$ cat config.mk
export PLATFORM = sky130hd
export DESIGN_NAME = ipsmacge_txgen
export DESIGN_NICKNAME = d
export VERILOG_FILES = /design/src/rtl/ipsmacge_txgen.sv
export SDC_FILE = /design/constraint.sdc
export NUM_CORES = 1
export LEC_CHECK = 0
export CAP_MARGIN = 20
export CORE_ASPECT_RATIO = 1.5
export CORE_MARGIN = 5
export CORE_UTILIZATION = 40
export CTS_BUF_LIST = sky130_fd_sc_hd__clkbuf_4 sky130_fd_sc_hd__clkbuf_8
export CTS_CLUSTER_DIAMETER = 30
export DETAILED_ROUTE_END_ITERATION = 16
export PLACE_DENSITY = 0.69
export SLEW_MARGIN = 20
export SYNTH_ARGS = -nofsm -noshare
export SYNTH_HDL_FRONTEND = slang
export SYNTH_SLANG_ARGS = --single-unit
$ cat constraint.sdc
create_clock -name txclk -period 3.2 [get_ports txclk]
set_input_delay 0.8 -clock txclk [delete_from_list [all_inputs] [get_ports txclk]]
set_output_delay 0.8 -clock txclk [all_outputs]
set_load 0.05 [all_outputs]
$ cat src/rtl/ipsmacge_txgen.sv
// ipsmacge_txgen: GE MAC TX frame generator (preamble/SFD, byte pacing, IPG).
// Optional FCS append when IPSMACGE_TXGEN_FCS_EN is defined.
module ipsmacge_txgen #(
  parameter int DAT_DW  = 8,
  parameter int MSP_DW  = 2,
  parameter int IPG_MIN = 12,
  parameter int PRE_LEN = 7
) (
  input  logic              txclk,
  input  logic              txrst_,
  input  logic              up_act,
  input  logic [MSP_DW-1:0] up_spd,
  input  logic [DAT_DW-1:0] srcdat,
  input  logic              srcvld,
  input  logic              srcsop,
  input  logic              srceop,
  output logic              srcrdy,
  output logic [DAT_DW-1:0] igdat,
  output logic              igval,
  output logic              igen,
  output logic              iger,
  output logic              txfrm,
  output logic              txund
);

  localparam logic [MSP_DW-1:0] SPD_1G  = MSP_DW'(2);
  localparam logic [MSP_DW-1:0] SPD_RSV = '1;
  localparam logic [7:0]        IPG_LD  = 8'(IPG_MIN - 1);
  localparam logic [7:0]        PRE_LD  = 8'(PRE_LEN - 1);
  localparam logic [DAT_DW-1:0] PRE_B   = DAT_DW'(8'h55);
  localparam logic [DAT_DW-1:0] SFD_B   = DAT_DW'(8'hD5);

  typedef enum logic [2:0] {
    IDLE = 3'd0,
    PRE  = 3'd1,
    SFD  = 3'd2,
    DATA = 3'd3,
`ifdef IPSMACGE_TXGEN_FCS_EN
    FCS  = 3'd4,
`endif
    ERR  = 3'd5,
    IPG  = 3'd6,
    DROP = 3'd7
  } st_t;

  st_t               state;
  st_t               state_n;
  logic [7:0]        cnt;
  logic [7:0]        cnt_n;
  logic              phase;
  logic              phase_n;
  logic [MSP_DW-1:0] spd;
  logic [MSP_DW-1:0] spd_n;
  logic              eops;
  logic              eops_n;
  logic              abrt;
  logic              abrt_n;

  logic              acc;
  logic              eop_acc;
  logic              off;
  logic              bend;
  logic              bend_n;
  logic              slot_c;
  logic              slot_n;

  logic [DAT_DW-1:0] igdat_d;
  logic              igval_d;
  logic              igen_d;
  logic              iger_d;
  logic              srcrdy_d;
  logic              txfrm_d;
  logic              txund_d;

`ifdef IPSMACGE_TXGEN_FCS_EN
  logic [31:0] crc;

  function automatic logic [31:0] crc_nxt(
    input logic [31:0] c,
    input logic [7:0]  d
  );
    logic [31:0] r;
    r = c;
    for (int i = 0; i < 8; i++) begin
      if (r[0] ^ d[i]) r = (r >> 1) ^ 32'hEDB88320;
      else             r = r >> 1;
    end
    return r;
  endfunction

  always_ff @(posedge txclk or negedge txrst_) begin
    if (!txrst_) begin
      crc <= '1;
    end else if (state == IDLE) begin
      crc <= '1;
    end else if (acc && (state == SFD || state == DATA)) begin
      crc <= crc_nxt(crc, srcdat[7:0]);
    end
  end
`endif

  always_ff @(posedge txclk or negedge txrst_) begin
    if (!txrst_) begin
      state <= IDLE;
      cnt   <= '0;
      phase <= 1'b0;
      spd   <= '0;
      eops  <= 1'b0;
      abrt  <= 1'b0;
    end else begin
      state <= state_n;
      cnt   <= cnt_n;
      phase <= phase_n;
      spd   <= spd_n;
      eops  <= eops_n;
      abrt  <= abrt_n;
    end
  end

  always_comb begin
    state_n = state;
    cnt_n   = cnt;
    eops_n  = eops;
    abrt_n  = abrt;
    acc     = srcvld & srcrdy;
    eop_acc = acc & srceop;
    off     = ~up_act | (up_spd == SPD_RSV);
    bend    = (spd == SPD_1G) | phase;
    slot_c  = !(state inside {IDLE, DROP});
    if (off && !(state inside {IDLE, DROP, IPG})) begin
      // port pulled mid-frame: drain the rest without IPG
      eops_n  = eops | eop_acc;
      abrt_n  = 1'b1;
      state_n = (eops | eop_acc) ? IDLE : DROP;
    end else begin
      unique case (state)
        IDLE: begin
          if (srcvld && srcsop && !off) begin
            state_n = PRE;
            cnt_n   = PRE_LD;
            eops_n  = 1'b0;
            abrt_n  = 1'b0;
          end
        end
        PRE: begin
          if (bend) begin
            if (cnt == '0) state_n = SFD;
            else           cnt_n   = cnt - 8'd1;
          end
        end
        SFD: begin
          if (bend) begin
            if (acc) begin
              state_n = DATA;
              eops_n  = srceop;
            end else begin
              state_n = ERR;
            end
          end
        end
        DATA: begin
          if (bend) begin
            if (eops) begin
`ifdef IPSMACGE_TXGEN_FCS_EN
              state_n = FCS;
              cnt_n   = 8'd3;
`else
              state_n = IPG;
              cnt_n   = IPG_LD;
`endif
            end else if (acc) begin
              eops_n = srceop;
            end else begin
              state_n = ERR;
            end
          end
        end
`ifdef IPSMACGE_TXGEN_FCS_EN
        FCS: begin
          if (bend) begin
            if (cnt == '0) begin
              state_n = IPG;
              cnt_n   = IPG_LD;
            end else begin
              cnt_n = cnt - 8'd1;
            end
          end
        end
`endif
        ERR: begin
          if (bend) state_n = DROP;
        end
        DROP: begin
          if (eop_acc) begin
            state_n = abrt ? IDLE : IPG;
            cnt_n   = IPG_LD;
          end
        end
        IPG: begin
          if (bend) begin
            if (cnt == '0) state_n = IDLE;
            else           cnt_n   = cnt - 8'd1;
          end
        end
        default: state_n = IDLE;
      endcase
    end
    slot_n  = !(state_n inside {IDLE, DROP});
    phase_n = (slot_c & slot_n) ? ~bend : 1'b0;
    spd_n   = phase_n ? spd : up_spd;
  end

  // outputs are decoded from the next state so they leave a register
  always_comb begin
    bend_n   = (spd_n == SPD_1G) | phase_n;
    igdat_d  = '0;
    igen_d   = 1'b0;
    iger_d   = 1'b0;
    srcrdy_d = 1'b0;
    igval_d  = ~phase_n;
    txund_d  = (state_n == ERR) & (state != ERR);
    txfrm_d  = (state_n == IPG) &
               (state inside {DATA
`ifdef IPSMACGE_TXGEN_FCS_EN
                              , FCS
`endif
                              });
    unique case (state_n)
      IDLE: begin
        srcrdy_d = srcvld & ~srcsop & ~acc;
      end
      PRE: begin
        igen_d  = 1'b1;
        igdat_d = PRE_B;
      end
      SFD: begin
        igen_d   = 1'b1;
        igdat_d  = SFD_B;
        srcrdy_d = bend_n;
      end
      DATA: begin
        igen_d   = 1'b1;
        igdat_d  = acc ? srcdat : igdat;
        srcrdy_d = bend_n & ~eops_n;
      end
`ifdef IPSMACGE_TXGEN_FCS_EN
      FCS: begin
        igen_d  = 1'b1;
        igdat_d = DAT_DW'(~crc[8*(~cnt_n[1:0]) +: 8]);
      end
`endif
      ERR: begin
        igen_d = 1'b1;
        iger_d = 1'b1;
      end
      DROP: begin
        srcrdy_d = 1'b1;
      end
      default: begin
        igen_d = 1'b0;
      end
    endcase
  end

  always_ff @(posedge txclk or negedge txrst_) begin
    if (!txrst_) begin
      igdat  <= '0;
      igval  <= 1'b0;
      igen   <= 1'b0;
      iger   <= 1'b0;
      srcrdy <= 1'b0;
      txfrm  <= 1'b0;
      txund  <= 1'b0;
    end else begin
      igdat  <= igdat_d;
      igval  <= igval_d;
      igen   <= igen_d;
      iger   <= iger_d;
      srcrdy <= srcrdy_d;
      txfrm  <= txfrm_d;
      txund  <= txund_d;
    end
  end

endmodule

==> metrics.txt <==
status finished, final reports clean; layout cell share with drive strength beyond 1 roughly a tenth; Clock Root Buffer clkbuf_8; pwr dens around 1000 nW/um^2; Power Total 2.32 mW; cts bufs inserted 5; CTS tree yes; Initial Util a little over two fifths; area of the mapped netlist around 1800 sq um; Pleak between 0.9 and 1 nW; GR met1 Demand/Resource between 10% and 20%; Reg2Reg Depth 7; CP Max Fanout 8; Comb power frac between 50% and 60%; GR Layer Usage met2 28.7%; CP endpoint kind register; # rows 29; Final Cell Area between 2000 and 2500 sq um; Reg power frac a little under a third; P_sw between 1 and 1.5 mW; Worst-path clk slew around 0.060 ns; YS warnings 0; diodes inserted 0; H-tree depth 2; Yosys top cell by area dfrtp_1; worst path required time about 3.4 ns; dpl ws around 0.10 ns; die span in x 64.7 um; Die ar. 5950 sq um; Final Cycle Share approximately 88%; setup violators final 0; gr ovfl total 0; largest net degree at the start of global routing 31; # resized after CTS 0; minimum clock period after layout 2.80 ns; vias in the first global route roughly 1700; GR peak layer met2; Max-Cap Viols 0; final wirelength about 4.4 mm; Vias/cell roughly 5.8; critical path arrival roughly 3 ns; I/O pin total 30; hold_buf cts 0; synth unique cells 52; fin nets roughly 260; Startpoint Class input port; antenna violations before repair 0; RSZ-0062 raised after global routing no; Setup Skew 0.00385 ns; Worst-Margin Slew 0.561 ns; Pint around 1.2 mW; #FFs+latches synth 30; met3 usage about 3.1%; post-synthesis average cell area a little under 9 sq um; hold path cells 2; Final Max Slew Viols 0; Clk pwr share around an eighth; global-route wire length before repair around 7.7 mm; Hold Vio Cnt, Final 0; drt first-iter violations between 70 and 80; Via Count 1648; CTS Sinks 30; Worst VDD drop just under 0.5 mV; WL per Instance around 15 um; DR DRC count 0; post-detail-place hpwl 3.23 mm; setup bufs post-CTS 0; Final WS setup just under 0.4 ns; core box area approximately 4300 sq um; Sw Ratio about half; Die H 92 um; Fmax approximately 360 MHz; GPL Wtd Cong approximately 0.85; Post-Syn Instances about 200; # port buffers 29; Synth top area share a little over two fifths; setup TNS 0 ns; Slew HR between 60% and 70%; most area-consuming cells after synthesis dfrtp_1, nand2_1, o21ai_0, nor2_1, a21oi_1; R2R setup slack a little under 0.8 ns; Post-Syn Nets approximately 220; WS Path Type input port to register; Max clock buf depth 2; antenna-violating nets left 0; all-layer global routing usage 16.2%; worst min path class register to register; Area after DPL roughly 2100 sq um; Pre-antenna DRT Iters 4; area delta synth->final 23.6%; Clock Latency Late Sink approximately 0.28 ns; sequential share of the synthesized area between 40% and 50%
metrics by stage:
step	hold WS (ns)	instances	utilization (%)
6_report	0.492	285	51.8
5_1_grt	0.529	285	51.8
4_1_cts	0.502	285	51.8
3_5_place_dp	0.481	278	49.9
3_3_place_gp	0.479	278	49.9
2_1_floorplan	0.450	205	-
power by group through the flow:
stage                     sequential [mW]  clock (mW)  combinational (mW)
after floorplan                     0.766           0               0.923
after global placement              0.715           0                1.31
after detailed placement            0.714           0                1.31
after CTS                           0.708       0.297                1.32
after global routing                0.743       0.315                1.46
final                               0.712       0.291                1.32
final cells by class:
class | instances | area (sq um)
clock buffers | 5 | 68.8
clock inverters | 2 | 10.0
fillers | 429 | 2070
inverters | 5 | 18.8
multi-input cells | 163 | 982
flip-flops and latches | 30 | 751
well taps | 46 | 57.6
repair buffers | 34 | 328
cell usage after synthesis (all sizes together):
master   number
nor2         24
o311a         1
and2b         2
buf           5
nand2b        4
or2           4
o41ai         2
a31o          1
and3          2
nor4b         1
o21a          2
a221oi        1
a21boi        3
clkbuf        2
o22ai         1
a311o         1
o31ai         3
nor3b         1
a2bb2oi       1
nor4          1
o211ai        3
nor3         10
o21ai        23
a211o         1
or3           1
a41oi         1
or3b          1
a21o          4
a2111oi       1
nand2        25
ha            2
a31oi         1
o32ai         2
dfrtp        30
inv           5
o2111ai       2
nor2b         5
nand3         5
and2          1
mux2          1
mux2i         4
a32o          1
a21oi        14
critical path, stage by stage:
cell and delay [ns]:
clkdlybuf4s50_1 0.47, a21boi_2 0.34, a21oi_1 0.14, o21ai_0 0.35, o21ai_1 0.22, nor4b_4 0.20, or2_2 0.35, o21ai_1 0.14
path summary, 6_finish.rpt:
| path | from | end |
|---|---|---|
| hold / removal | igdat[4]$_DFFE_PN0P_ | igdat[4]$_DFFE_PN0P_ |
| setup reg to reg | state[1]$_DFF_PN0_ | igdat[6]$_DFFE_PN0P_ |
| min in group asynchronous | txrst_ | iger$_DFF_PN0_ |
| max in group asynchronous | txrst_ | cnt[1]$_DFFE_PN0P_ |
| hold reg to reg | igdat[4]$_DFFE_PN0P_ | igdat[4]$_DFFE_PN0P_ |
| setup / recovery | up_act | igdat[6]$_DFFE_PN0P_ |
layer usage:
| metal | share of wire, % | up-vias | routed length, um |
|---|---|---|---|
| met5 | 0 | - | 0 |
| met3 | 4.9 | 9 | 215 |
| met2 | 52 | 54 | 2260 |
| met1 | 41 | 774 | 1770 |
| met4 | 2.6 | 0 | 112 |
| li1 | - | 811 | - |
kinds of logic (layout without fill, tap and decap cells):
group           after synthesis  count (layout)  share of synthesized area (%)
compound gates               69              69                           25.4
buf+inv                      12              46                           3.35
flops                        30              30                           41.9
simple gates                 87              87                           25.1
mux                           5               5                           2.86
fa+ha+maj                     2               2                           1.40
layout by cell type (no fill, tap or decap), types with 3 or more instances in the layout:
cell type | Yosys | final
buf_4 | 1 | 5
nor3_1 | 8 | 8
o21ai_0 | 18 | 18
clkbuf_8 | 0 | 5
a21oi_1 | 14 | 14
nand2b_1 | 4 | 4
nor2b_1 | 4 | 4
a21o_1 | 4 | 4
dfrtp_1 | 30 | 30
o21ai_1 | 5 | 5
nand3_1 | 5 | 5
inv_1 | 5 | 5
o31ai_1 | 3 | 3
nand2_1 | 25 | 25
o211ai_1 | 3 | 3
mux2i_1 | 4 | 4
nor2_1 | 24 | 24
clkdlybuf4s50_1 | 0 | 29
sequential cells by signal (all words and copies together), names as in the netlist:
signal,cells
cnt,8
igdat,8
state,3
spd,2
abrt,1
eops,1
igen,1
iger,1
igval,1
phase,1
srcrdy,1
txfrm,1
txund,1
Note: power is estimated with default switching activity, not from simulation.
